--- config.mk ---
export PLATFORM = sky130hd
export DESIGN_NAME = psum_binarize_pack
export DESIGN_NICKNAME = d
export VERILOG_FILES = /design/src/rtl/psum_binarize_pack.sv
export SDC_FILE = /design/constraint.sdc
export NUM_CORES = 1
export LEC_CHECK = 0
export CAP_MARGIN = 30
export CORE_MARGIN = 3
export CORE_UTILIZATION = 55
export DETAILED_ROUTE_END_ITERATION = 10
export DONT_BUFFER_PORTS = 1
export GPL_TIMING_DRIVEN = 1
export PLACE_DENSITY = 0.76
export SKIP_LAST_GASP = 1
export SYNTH_ARGS = -nofsm -noshare
export SYNTH_HDL_FRONTEND = slang
export SYNTH_SLANG_ARGS = --single-unit
--- constraint.sdc ---
create_clock -name clk -period 12.2 [get_ports clk]
set_input_delay 3.05 -clock clk [delete_from_list [all_inputs] [get_ports clk]]
set_output_delay 3.05 -clock clk [all_outputs]
set_load 0.005 [all_outputs]
--- src/rtl/psum_binarize_pack.sv ---
// Reads a layer's fp16 partial sums from the accumulation memory, thresholds each
// sum into one activation bit, and streams LSB-first packed words on valid/ready.
module psum_binarize_pack #(
    parameter int WORD_W = 32,
    parameter int ADDR_W = 11
) (
    input  logic              clk,
    input  logic              resetn,
    input  logic              start,
    input  logic [ADDR_W-1:0] address_start,
    input  logic [ADDR_W-1:0] count,
    input  logic [15:0]       thresh,
    output logic              mem_en,
    output logic [ADDR_W-1:0] mem_addr,
    input  logic [15:0]       mem_dout,
    output logic [WORD_W-1:0] m_tdata,
    output logic              m_tvalid,
    input  logic              m_tready,
    output logic              m_tlast,
    output logic              busy,
    output logic              done
);

    localparam int CNT_W = (WORD_W > 1) ? $clog2(WORD_W) : 1;

    typedef enum logic [1:0] {
        IDLE  = 2'd0,
        READ  = 2'd1,
        DRAIN = 2'd2
    } state_t;

    state_t            state_r;
    state_t            state_s;
    logic [ADDR_W-1:0] addr_base_r;
    logic [ADDR_W-1:0] count_r;
    logic [15:0]       thresh_r;
    logic [ADDR_W-1:0] rd_idx_r;
    logic              rd_valid_r;
    logic [ADDR_W-1:0] elem_idx_r;
    logic [WORD_W-1:0] pack_r;
    logic [CNT_W-1:0]  pack_cnt_r;
    logic [WORD_W-1:0] out_data_r;
    logic              out_valid_r;
    logic              out_last_r;
    logic              done_r;

    logic              stall_s;
    logic              issue_s;
    logic              accept_s;
    logic              last_read_s;
    logic              bit_s;
    logic              final_elem_s;
    logic              word_full_s;
    logic              word_close_s;
    logic [WORD_W-1:0] word_s;

    // Signed zero collapses to +0; the key maps fp16 total order onto unsigned order.
    function automatic logic [15:0] fp16_key(input logic [15:0] x);
        logic [15:0] xn;
        xn = (x[14:0] == 15'h0000) ? 16'h0000 : x;
        return xn[15] ? ~xn : (xn | 16'h8000);
    endfunction

    function automatic logic fp16_ge(input logic [15:0] a, input logic [15:0] b);
        return fp16_key(a) >= fp16_key(b);
    endfunction

    assign stall_s      = out_valid_r && !m_tready;
    assign issue_s      = (state_r == READ) && !stall_s;
    assign accept_s     = out_valid_r && m_tready;
    assign last_read_s  = (rd_idx_r == (count_r - ADDR_W'(1)));
    assign bit_s        = fp16_ge(mem_dout, thresh_r);
    assign final_elem_s = (elem_idx_r == (count_r - ADDR_W'(1)));
    assign word_full_s  = (pack_cnt_r == CNT_W'(WORD_W - 1));
    assign word_close_s = rd_valid_r && (word_full_s || final_elem_s);
    assign word_s       = pack_r | ({{(WORD_W-1){1'b0}}, bit_s} << pack_cnt_r);

    // State register.
    always_ff @(posedge clk) begin
        if (!resetn) begin
            state_r <= IDLE;
        end else begin
            state_r <= state_s;
        end
    end

    // Next-state logic.
    always_comb begin
        state_s = state_r;
        case (state_r)
            IDLE: begin
                if (start && (count != {ADDR_W{1'b0}})) begin
                    state_s = READ;
                end else begin
                    state_s = IDLE;
                end
            end
            READ: begin
                if (issue_s && last_read_s) begin
                    state_s = DRAIN;
                end else begin
                    state_s = READ;
                end
            end
            DRAIN: begin
                if (accept_s && out_last_r) begin
                    state_s = IDLE;
                end else begin
                    state_s = DRAIN;
                end
            end
            default: state_s = IDLE;
        endcase
    end

    // Memory read port and busy; reads must react to backpressure in the same cycle.
    always_comb begin
        mem_en   = 1'b0;
        mem_addr = {ADDR_W{1'b0}};
        busy     = 1'b0;
        case (state_r)
            READ: begin
                busy = 1'b1;
                if (issue_s) begin
                    mem_en   = 1'b1;
                    mem_addr = addr_base_r + rd_idx_r;
                end else begin
                    mem_en   = 1'b0;
                    mem_addr = {ADDR_W{1'b0}};
                end
            end
            DRAIN:   busy = 1'b1;
            IDLE:    busy = 1'b0;
            default: busy = 1'b0;
        endcase
    end

    // Pass parameters, read index and read-data pipeline flag.
    always_ff @(posedge clk) begin
        if (!resetn) begin
            addr_base_r <= {ADDR_W{1'b0}};
            count_r     <= {ADDR_W{1'b0}};
            thresh_r    <= 16'h0000;
            rd_idx_r    <= {ADDR_W{1'b0}};
            rd_valid_r  <= 1'b0;
        end else begin
            rd_valid_r <= issue_s;
            if ((state_r == IDLE) && start) begin
                addr_base_r <= address_start;
                count_r     <= count;
                thresh_r    <= thresh;
                rd_idx_r    <= {ADDR_W{1'b0}};
            end else if (issue_s) begin
                rd_idx_r <= rd_idx_r + ADDR_W'(1);
            end
        end
    end

    // Bit packing; a closing word hands off to the output register on the same edge.
    always_ff @(posedge clk) begin
        if (!resetn) begin
            elem_idx_r <= {ADDR_W{1'b0}};
            pack_r     <= {WORD_W{1'b0}};
            pack_cnt_r <= {CNT_W{1'b0}};
        end else if ((state_r == IDLE) && start) begin
            elem_idx_r <= {ADDR_W{1'b0}};
            pack_r     <= {WORD_W{1'b0}};
            pack_cnt_r <= {CNT_W{1'b0}};
        end else if (rd_valid_r) begin
            elem_idx_r <= elem_idx_r + ADDR_W'(1);
            if (word_close_s) begin
                pack_r     <= {WORD_W{1'b0}};
                pack_cnt_r <= {CNT_W{1'b0}};
            end else begin
                pack_r     <= word_s;
                pack_cnt_r <= pack_cnt_r + CNT_W'(1);
            end
        end
    end

    // Output register and done pulse.
    always_ff @(posedge clk) begin
        if (!resetn) begin
            out_data_r  <= {WORD_W{1'b0}};
            out_valid_r <= 1'b0;
            out_last_r  <= 1'b0;
            done_r      <= 1'b0;
        end else begin
            if (word_close_s) begin
                out_data_r  <= word_s;
                out_valid_r <= 1'b1;
                out_last_r  <= final_elem_s;
            end else if (accept_s) begin
                out_data_r  <= {WORD_W{1'b0}};
                out_valid_r <= 1'b0;
                out_last_r  <= 1'b0;
            end
            done_r <= ((state_r == IDLE) && start && (count == {ADDR_W{1'b0}})) ||
                      ((state_r == DRAIN) && accept_s && out_last_r);
        end
    end

    assign m_tdata  = out_data_r;
    assign m_tvalid = out_valid_r;
    assign m_tlast  = out_last_r;
    assign done     = done_r;

endmodule

Word-level counts from Yosys, hierarchy flattened
Cells that the tools add are included.
{"block": "totals", "input_bits": 58, "wordCells": 72, "register_bits": 135}
{"block": "classes", "n_mux": 20, "bitwise_logic": 4, "n_addsub": 5, "shifts": 1, "n_reduce_logical": 23, "order_cmp": 1, "n_eq_ne": 5}
{"operator": "32-bit two-way mux", "count": 3}
{"operator": "16-bit two-way mux", "count": 4}
{"operator": "16-bit inverter", "count": 2}
{"operator": "32-bit bitwise OR", "count": 1}
{"operator": "1-bit by 5-bit left shift with 32-bit output", "count": 1}
{"operator": "15-bit zero test", "count": 2}
{"operator": "11-bit by 1-bit adder with 11-bit output, second input constant", "count": 2}
{"operator": "11-bit equality test", "count": 2}
{"operator": "11-bit two-way mux", "count": 2}
{"operator": "16-bit >= comparator", "count": 1}
{"operator": "11-bit adder", "count": 1}
{"operator": "1-bit logical AND", "count": 11}
{"operator": "11-bit zero test", "count": 1}
{"operator": "11-bit nonzero test", "count": 1}
{"operator": "11-bit by 1-bit subtractor with 11-bit output, second input constant", "count": 1}
{"operator": "1-bit two-way mux", "count": 7}
{"operator": "2-bit case mux with 3 select lines", "count": 1}
{"operator": "5-bit by 1-bit adder with 5-bit output, second input constant", "count": 1}
{"operator": "5-bit equality test, second input constant", "count": 1}
{"operator": "5-bit two-way mux", "count": 1}
{"operator": "2-bit two-way mux", "count": 2}
{"operator": "2-bit OR reduction", "count": 2}
{"operator": "2-bit by 1-bit equality test with 1-bit output, second input constant", "count": 1}
{"operator": "2-bit equality test, second input constant", "count": 1}
{"operator": "other kinds (5)", "count": 7}

Logic depth before layout (Yosys ltp)
Gate-level depths: netlist (run 1).
{"block": "depth", "depth_word": 8, "ltp_mapped": 14}

Worst setup path before layout (run 1)
Ideal clock, no wire load.
{"block": "synth_path", "path_type": "input port to output port", "start": "input m_tready", "end": "output mem_addr[4]", "arrival_ns": 3.698, "setup_slack_ns": 5.452, "stages": 4, "path_cell_list": "nand2b_1 nand2_1 clkbuf_1 nor3_1"}
{"block": "synth_between", "elab_chain_cells": 6}
{"item": "start: declaration", "line": "18", "rtl": "input logic m_tready,"}
{"item": "1-bit zero test", "line": "68", "rtl": "assign stall_s = out_valid_r && !m_tready;"}
{"item": "1-bit logical AND", "line": "68"}
{"item": "1-bit zero test", "line": "69", "rtl": "assign issue_s = (state_r == READ) && !stall_s;"}
{"item": "1-bit logical AND", "line": "69"}
{"item": "11-bit two-way mux", "line": "124", "rtl": "if (issue_s) begin"}
{"item": "11-bit two-way mux", "line": "121", "rtl": "case (state_r)"}
{"item": "end: declaration", "line": "14", "rtl": "output logic [ADDR_W-1:0] mem_addr,"}
No other way between the ends.

Worst setup path after layout (run 1)
{"block": "layout_path", "start": "input m_tready", "end": "output mem_en"}
{"block": "layout_between", "elab_chain_cells": 6}
{"item": "1-bit zero test", "line": "68"}
{"item": "1-bit logical AND", "line": "68"}
{"item": "1-bit zero test", "line": "69"}
{"item": "1-bit logical AND", "line": "69"}
{"item": "1-bit two-way mux", "line": "124"}
{"item": "1-bit two-way mux", "line": "121"}
{"item": "end: declaration", "line": "13", "rtl": "output logic mem_en,"}
No other way between the ends.

==> results.md, run 1 <==
- For this block, the routed nets add up to 17.78 mm of wire.
- The average instance in the mapped netlist occupies 8.156 um2.
- Power spread over the standard cell area amounts to 139.2 mW/mm2.
- TritonCTS built the clock tree.
- Clock skew on the completed layout was measured at 0.007500 ns.
- The count of endpoints failing setup in the final report is 0.
- The share of final-layout standard cells stronger than drive strength 1 is 7.045%.
- The number of antenna violations at the first check in global routing is 0.
- The first global-routing pass estimated 29.22 mm of wire.
- The final period utilization is 58.08%.
- The worst setup path is launched from an input pin.
- The total count of max-transition violations in the final report came to 0.
- For this block, the via count after detailed routing is 6,375.
- The clock reaches the later pin of the worst-skew pair after 0.42 ns.
- In this run, post-CTS repair resized a total of 0 instances.
- The floorplan die width is 121.7 um.
- The top-level I/O count is 106.
- The number of flops mapped to enable cells by yosys is 0.
- The critical-path maximum fanout is 13.
- Setup total negative slack on the finished layout was measured at 0 ns.
- The floorplan step set the die height to 121.7 um.
- After synthesis the cells add up to 0.007365 mm2.
- The worst setup path is captured at a primary output.
- The critical register-to-register path startpoint is thresh_r[0]$_SDFFE_PN0P_.
- The analysis attributes to cell leakage a power of 0.002912 uW.
- The detail route stage leaves a number of antenna-violating nets equal to 0.
- The critical path is of the in -> out type.
- The H-tree was split into 4 levels.
- The worst path needs 7.086 ns of the cycle, external delays included.
- Headroom to the max-slew limit came out at 37.45%.
- The peak supply drop is 124.7 uV.
- Timing would allow up to 141.1 MHz.
- The maximum number of pins on one net before global-route repair is 65.
- The startpoint of the lowest-slack hold path is addr_base_r[9]$_SDFFE_PN0P_.
- The number of global-route vias before repair is 5,849.
- Setup repair after global routing left no endpoint under its margin.
- The final non-filler cell total is 1,052.
- The wire length per cell after detailed routing is 16.90 um.
- In this run the clock root is driven by a sky130_fd_sc_hd__clkbuf_16.
- The tree built by TritonCTS fans out to 135 sinks.
- Summing all placed instances gives a cell area of 0.007391 mm2.
- The most frequently used flop master after synthesis is sky130_fd_sc_hd__dfxtp_1.
- The die outline area is 0.01481 mm2.
- The cell area after layout is 0.007961 mm2.
- The beginning of the critical path is m_tready.
- After legalization and detailed placement, the total HPWL measured 12.55 mm.
- The global placement routability congestion is 0.8812.
- The critical path data arrival time is 4.04 ns.
- The worst-case register-to-register setup slack is 7.77 ns.
- The number of buffers created by CTS is 17.
- The register bit total from synthesis is 135.
- The routed via count divided by cell count is 6.060.
- Across all hold checks on the routed design, the worst slack comes to 0.4610 ns.
- In this run the worst hold path is classified as reg -> reg.
- The share of the Yosys chip area taken by registers is 36.70%.
- The clock transition at the registers of the reported paths is 0.06 ns.
- The longest clock path from root to sink contains 2 buffers.
- For the worst flop-to-flop path, the logic depth is 13.
- The synthesis-to-layout area growth is 8.104%.
- Timing analysis after detailed placement gives a worst setup slack of 5.105 ns.
- In this run the standard cell core region covers 0.01288 mm2.
- In this run the tool buffered the top-level ports with 0 buffer cells.
- The first TritonRoute pass finished after 5 iterations.
- The total routing usage reported by global routing is 24.52%.
- The required arrival time at the worst endpoint is 9.15 ns.
- The total of warnings raised by yosys is 0.
- The placed instance count is 1,022.
- The layout has 1,145 filler cells.
- For this configuration, the core starts out at a cell density of 57.20%.
- The total count of hold-check failures in the final report is 0.
- The count of different cell masters after synthesis is 63.
- The share of async-settable or async-resettable flops after synthesis is 0%.
- The first routing iteration left 552 violations.
- The number of cells on the worst hold path is 2.
- Setup slack closes at 5.114 ns.
- The number of nets handed over by synthesis was 996.
- After clock tree synthesis, the flow added hold-fix buffers numbering 0.
- 0 antenna diodes ended up in the layout.
- The placement row count is 41.
- Counting every instance in the synthesized netlist gives 903.
- Across the run, the number of max-cap violations was 0.
- Summed over all layers, the global routing overflow is 0.
- The actual transition at the worst max-transition pin is 0.9310 ns.
- Buffers added to address setup during post-CTS repair amount to 0.
- After detailed routing, the number of remaining DRC violations is 0.
- The flow ran to the end, and the final reports show no timing, DRC or antenna violations.
- The layout net count is 962.
worst max-delay path, stage by stage:
cell	delay (ns)
sky130_fd_sc_hd__nand2b_1	0.16
sky130_fd_sc_hd__nand2_1	0.41
sky130_fd_sc_hd__clkinv_1	0.41
metal layers:
| layer | GRT usage, % | vias up | wire [um] |
|---|---|---|---|
| met4 | 8.473 | 0 | 365 |
| met3 | 6.267 | 27 | 1597 |
| met5 | 0 | - | 0 |
| li1 | - | 3153 | - |
| met1 | 34.79 | 2967 | 8115 |
| met2 | 36.34 | 228 | 7704 |
stage by stage:
stage,util [%],total power [uW]
floorplan,-,590.4
global route,61.83,1156
global placement,57.34,616.5
CTS,61.83,1114
detailed placement,57.40,619.7
finish,61.83,1108
flip-flops by register name, indices dropped and copies added (netlist names):
signal,cells
m_tdata,32
pack_r,32
thresh_r,16
addr_base_r,11
count_r,11
elem_idx_r,11
rd_idx_r,11
pack_cnt_r,5
state_r,2
done,1
m_tlast,1
m_tvalid,1
rd_valid_r,1
path summary, 6_finish.rpt:
path                                                    end
worst max register to register     m_tdata[18]$_SDFFE_PN0P_
worst min register to register  addr_base_r[9]$_SDFFE_PN0P_
worst min-delay path            addr_base_r[9]$_SDFFE_PN0P_
worst max-delay path                                 mem_en
cells in the mapped netlist (3+ instances only):
master	n	area share (%)
sky130_fd_sc_hd__xnor3_1	3	0.92
sky130_fd_sc_hd__nand3_1	20	1.4
sky130_fd_sc_hd__nor2b_1	10	0.85
sky130_fd_sc_hd__a21oi_2	6	0.71
sky130_fd_sc_hd__nor3_1	11	0.75
sky130_fd_sc_hd__buf_1	8	0.41
sky130_fd_sc_hd__clkbuf_1	44	2.2
sky130_fd_sc_hd__and3_1	12	1.0
sky130_fd_sc_hd__a31o_1	6	0.71
sky130_fd_sc_hd__a41oi_1	38	4.5
sky130_fd_sc_hd__ha_1	34	5.8
sky130_fd_sc_hd__o21ai_0	12	0.82
sky130_fd_sc_hd__a31oi_1	24	2.0
sky130_fd_sc_hd__nand2b_1	13	1.1
sky130_fd_sc_hd__o211ai_1	3	0.31
sky130_fd_sc_hd__xnor2_1	38	4.5
sky130_fd_sc_hd__a31o_2	6	0.71
sky130_fd_sc_hd__o2bb2ai_1	17	2.0
sky130_fd_sc_hd__or3_1	5	0.42
sky130_fd_sc_hd__a21o_1	4	0.41
sky130_fd_sc_hd__buf_2	7	0.48
sky130_fd_sc_hd__dfxtp_1	135	37
sky130_fd_sc_hd__inv_1	14	0.71
sky130_fd_sc_hd__a211oi_1	4	0.41
sky130_fd_sc_hd__a21oi_1	71	4.8
sky130_fd_sc_hd__or2_2	3	0.25
sky130_fd_sc_hd__buf_6	3	0.46
sky130_fd_sc_hd__nor3b_1	3	0.31
sky130_fd_sc_hd__nor4_1	11	0.93
sky130_fd_sc_hd__nor2_1	105	5.4
sky130_fd_sc_hd__a221oi_1	4	0.48
sky130_fd_sc_hd__xor2_1	38	4.5
sky130_fd_sc_hd__nand2_1	135	6.9
sky130_fd_sc_hd__nand4_1	17	1.4
sky130_fd_sc_hd__and2_1	9	0.76
area by class of cell:
cell class	instances	area [um2]	area share [%]
inverter	15	56.30	0.7072
clock inverter	11	127.6	1.603
timing repair buffer	10	75.07	0.9430
tap	172	215.2	2.703
sequential	135	2703	33.95
clock buffer	19	442.9	5.563
multi-input combinational	690	4342	54.53
kinds of logic (layout without fill, tap and decap cells):
kind of cell | Yosys count | after routing | share of synthesized area (%)
xor gates and xnor gates | 79 | 79 | 9.956
AOI/OAI and AO/OA | 211 | 211 | 19.84
DFF | 135 | 135 | 36.70
buffers and inverters | 78 | 55 | 4.451
muxes | 2 | 2 | 0.2718
and+or+nand+nor | 363 | 363 | 22.73
adders and majority gates | 35 | 35 | 6.048
power by group:
| group | internal [uW] | total, uW | switching (uW) |
|---|---|---|---|
| Sequential | 450 | 462 | 12.5 |
| Clock | 304 | 496 | 192 |
| Combinational | 54.8 | 150 | 95.1 |
layout by cell type (no fill, tap or decap), types with 17 or more instances in the layout:
cell                          n
sky130_fd_sc_hd__a41oi_1     38
sky130_fd_sc_hd__ha_1        34
sky130_fd_sc_hd__nor2_1     104
sky130_fd_sc_hd__clkbuf_16   17
sky130_fd_sc_hd__xnor2_1     38
sky130_fd_sc_hd__nand4_1     17
sky130_fd_sc_hd__nand3_1     20
sky130_fd_sc_hd__a21oi_1     71
sky130_fd_sc_hd__a31oi_1     24
sky130_fd_sc_hd__nand2_1    135
sky130_fd_sc_hd__o2bb2ai_1   17
sky130_fd_sc_hd__dfxtp_1    135
sky130_fd_sc_hd__xor2_1      38
(Power assumes the default switching activity.)
==> run 2, diff against run 1 <==
Settings changed: PLACE_DENSITY 0.76 to 0.79.
Clock period 12.2 ns to 6.03 ns, I/O delays scaled along.
==> run 2 against run 1 <==
- final cell count is essentially flat
- clock skew is 0.0052 ns higher
- power rose by 110%
- critical path depth grew 9
- wire length is 2.4% higher
- non-clock buffer count did not move
- via count up 1.4%
==> results.md, run 2 (synthesis gave the netlist of run 1 again) <==
- The endpoint identified for the worst register-to-register timing path is m_tdata[25]$_SDFFE_PN0P_.
- The number of antenna violations at the first check in global routing is 0.
- The CTS tree is yes.
- The setup check on the worst reg-to-reg path leaves a slack of 1.59 ns.
- The beginning of the critical path is mem_dout[0].
- The floorplan step set the die height to 121.7 um.
- The number of sinks on the clock net is 135.
- The run finished with clean final reports.
- The critical path data arrival time is 4.93 ns.
- The critical path's top delay family is compound AO/OA/AOI/OAI gates.
- The critical path start-end classification is in -> reg.
- Clock latency on the worst-skew pair, taken at its later pin, is 0.42 ns.
- The number of I/O port buffers is 0.
- Counting the fill cells in the layout gives 1,122.
- The final period utilization is 76.66%.
- The most numerous cell type found on the critical path is sky130_fd_sc_hd__o21ai_0.
- The die outline area is 0.01481 mm2.
- For this run, the detailed router's first-pass iteration total came to 5.
- At the end of routability-driven placement, the weighted congestion stood at 0.9018.
- The first-iteration detailed-routing DRC count is 561.
- Setup repair after global routing left no endpoint under its margin.
- The flip-flop and latch area is 0.002703 mm2.
- The first global-routing pass estimated 29.10 mm of wire.
- In this run the deepest clock path goes through 2 buffers.
- Clock skew on the completed layout was measured at 0.01268 ns.
- STA classifies the critical path startpoint as an input pin.
- Counting tap cells, the placed design contains a total of 1,022 instances.
- The synthesis-to-layout area growth is 8.852%.
- After clock tree synthesis, the setup repair step added 0 buffers.
- The total routing usage reported by global routing is 24.50%.
- The setup TNS after final layout is 0 ns.
- The minimum clock period is 4.622 ns.
- The routed layout has 6,462 vias.
- The path class of the tightest hold or removal check is reg -> reg.
- The initialized floorplan defines 41 standard-cell rows.
- The worst register-to-register path has a depth of 13.
- For this run, design rule violations remaining after detail routing come to 0.
- The clock root buffer master is sky130_fd_sc_hd__clkbuf_16.
- The share of final-layout standard cells stronger than drive strength 1 is 7.151%.
- The routed design has 18.20 mm of wire.
- Setup violations remaining at the end of the flow were counted as 0.
- The worst-path cell with the longest stage delay is sky130_fd_sc_hd__a31o_2.
- The worst register-to-register path begins at thresh_r[7]$_SDFFE_PN0P_.
- The required arrival time at the worst endpoint is 6.34 ns.
- The peak supply drop is 227.1 uV.
- Once detail routing completed, the nets flagged for antenna violations numbered 0.
- The global-route congestion overflow total is 0.
- The count of instances resized after the clock tree is built is 0.
- Summing all multi-input logic gate instances after layout gives 0.004342 mm2.
- Summed over all cells, the static leakage comes to 0.002943 uW.
- The wire-length estimate of the detail-placed layout is 12.73 mm.
- After floorplanning, the core was sized to cover 0.01288 mm2.
- Counting both buffers and inverters, the worst setup path holds a total of 1.
- The element type at the critical path end is a register.
- The floorplan die width is 121.7 um.
- The number of global-route vias before repair is 5,891.
- In this design, the stage delay of the slowest critical-path cell is 0.51 ns.
- The routed via count divided by cell count is 6.137.
- The layout net count is 962.
- The H-tree was split into 4 levels.
- The total count of max-transition violations in the final report is 0.
- The total count of hold-check failures in the final report is 0.
- The maximum number of pins on one net before global-route repair is 54.
- Walking the worst path, the cells encountered are nor4_1, and4_1, nor2_1, ha_1, a21oi_1, o21ai_0, a2111oi_0, o21ai_0, a31o_2, buf_4, a41oi_1, o2bb2ai_1.
- Across the run, the number of max-cap violations was 0.
- The highest attainable clock frequency is 216.3 MHz.
- The top-level I/O count is 106.
- In this run the number of cells on the critical path is 12.
- The repair_antennas step left the layout with diodes totalling 0.
- Measured against its own limit, the worst slew margin works out to 37.29%.
- Once the floorplan was initialized, standard cells occupied 57.20% of the core.
- The cts-stage hold buffer count is 0.
- The endpoint of the worst setup timing path is m_tdata[25]$_SDFFE_PN0P_.
- The wire length per cell after detailed routing is 17.29 um.
- Along the worst path, the maximum fanout reaches 39.
- The count of cells in the finished layout, fillers not included, comes to 1,053.
- The clock transition at the registers of the reported paths is 0.06 ns.
- In this run the power density over the cells is 287.4 mW/mm2.
- In the layout the commonest cells are 135 x sky130_fd_sc_hd__nand2_1, 135 x sky130_fd_sc_hd__dfxtp_1, 104 x sky130_fd_sc_hd__nor2_1.
- The actual transition at the worst max-transition pin is 0.9335 ns.
- The number of clock buffers added by TritonCTS is 17.
==> run 2: cell types whose count changed in the layout (fill, tap and decap cells not counted) <==
cell / delta
sky130_fd_sc_hd__buf_4: -2
sky130_fd_sc_hd__inv_6: +4
sky130_fd_sc_hd__bufinv_16: +1
sky130_fd_sc_hd__clkinvlp_4: -2
sky130_fd_sc_hd__clkinv_4: -1
sky130_fd_sc_hd__buf_16: +1
sky130_fd_sc_hd__buf_8: +1
sky130_fd_sc_hd__clkbuf_8: -1
==> run 2: layout make-up <==
type | count | area share (%)
clock buffers | 18 | 5.354
clock inverters | 13 | 2.107
inverters | 15 | 0.7024
multi-input cells | 690 | 54.16
flip-flops and latches | 135 | 33.71
well taps | 172 | 2.685
repair buffers | 10 | 1.280
==> run 2: how the worst min path moves through the flow <==
| stage | slack [ns] | cells after the start | end | from |
|---|---|---|---|---|
| global placement | 0.44 | 2 | pack_r[7]$_SDFFE_PP0P_ | pack_r[7]$_SDFFE_PP0P_ |
| floorplan | 0.43 | 2 | pack_r[7]$_SDFFE_PP0P_ | pack_r[7]$_SDFFE_PP0P_ |
| detailed placement | 0.45 | 2 | pack_r[7]$_SDFFE_PP0P_ | pack_r[7]$_SDFFE_PP0P_ |
| global route | 0.48 | 2 | pack_r[7]$_SDFFE_PP0P_ | pack_r[7]$_SDFFE_PP0P_ |
| finish | 0.46 | 2 | pack_r[7]$_SDFFE_PP0P_ | pack_r[7]$_SDFFE_PP0P_ |
| CTS | 0.46 | 2 | pack_r[7]$_SDFFE_PP0P_ | pack_r[7]$_SDFFE_PP0P_ |
==> run 2: per-stage QoR <==
step | cell area, um2 | util [%] | total power [uW] | hold WS (ns) | worst slack (ns)
after floorplan | 7365 | - | 1194 | 0.4312 | 1.481
after global placement | 7368 | 57.22 | 1249 | 0.4434 | 1.183
after detailed placement | 7418 | 57.61 | 1256 | 0.4473 | 1.017
after CTS | 8016 | 62.26 | 2307 | 0.4554 | 1.455
after global routing | 8016 | 62.26 | 2391 | 0.4798 | 1.164
final | 8016 | 62.26 | 2304 | 0.4574 | 1.408
==> run 2: where the power goes <==
part / internal [uW] / switching [uW] / leakage, uW / total [uW]
clock network: 654 / 408 / 0.000292 / 1060
registers: 910 / 25.4 / 0.00109 / 935
logic: 113 / 194 / 0.00156 / 307
==> run 2: worst reg2reg max path, stage by stage, from the launching register on <==
cell and delay [ns]:
sky130_fd_sc_hd__dfxtp_1 0.34, sky130_fd_sc_hd__nor4_1 0.45, sky130_fd_sc_hd__nand4_1 0.53, sky130_fd_sc_hd__and2_1 0.41
sky130_fd_sc_hd__xnor2_1 0.14, sky130_fd_sc_hd__ha_1 0.31, sky130_fd_sc_hd__a21oi_1 0.17, sky130_fd_sc_hd__nand2_1 0.10
sky130_fd_sc_hd__a2111oi_0 0.51, sky130_fd_sc_hd__o21ai_0 0.21, sky130_fd_sc_hd__a31o_2 0.51, sky130_fd_sc_hd__buf_4 0.34
sky130_fd_sc_hd__a41oi_1 0.22, sky130_fd_sc_hd__o2bb2ai_1 0.09
==> run 2: layer usage <==
layer	vias up	wire length, um	global-route usage (%)
met2	217	8182	38.07
met1	3054	8211	33.07
met5	-	0	0
met4	0	295	7.493
met3	28	1515	7.196
li1	3163	-	-
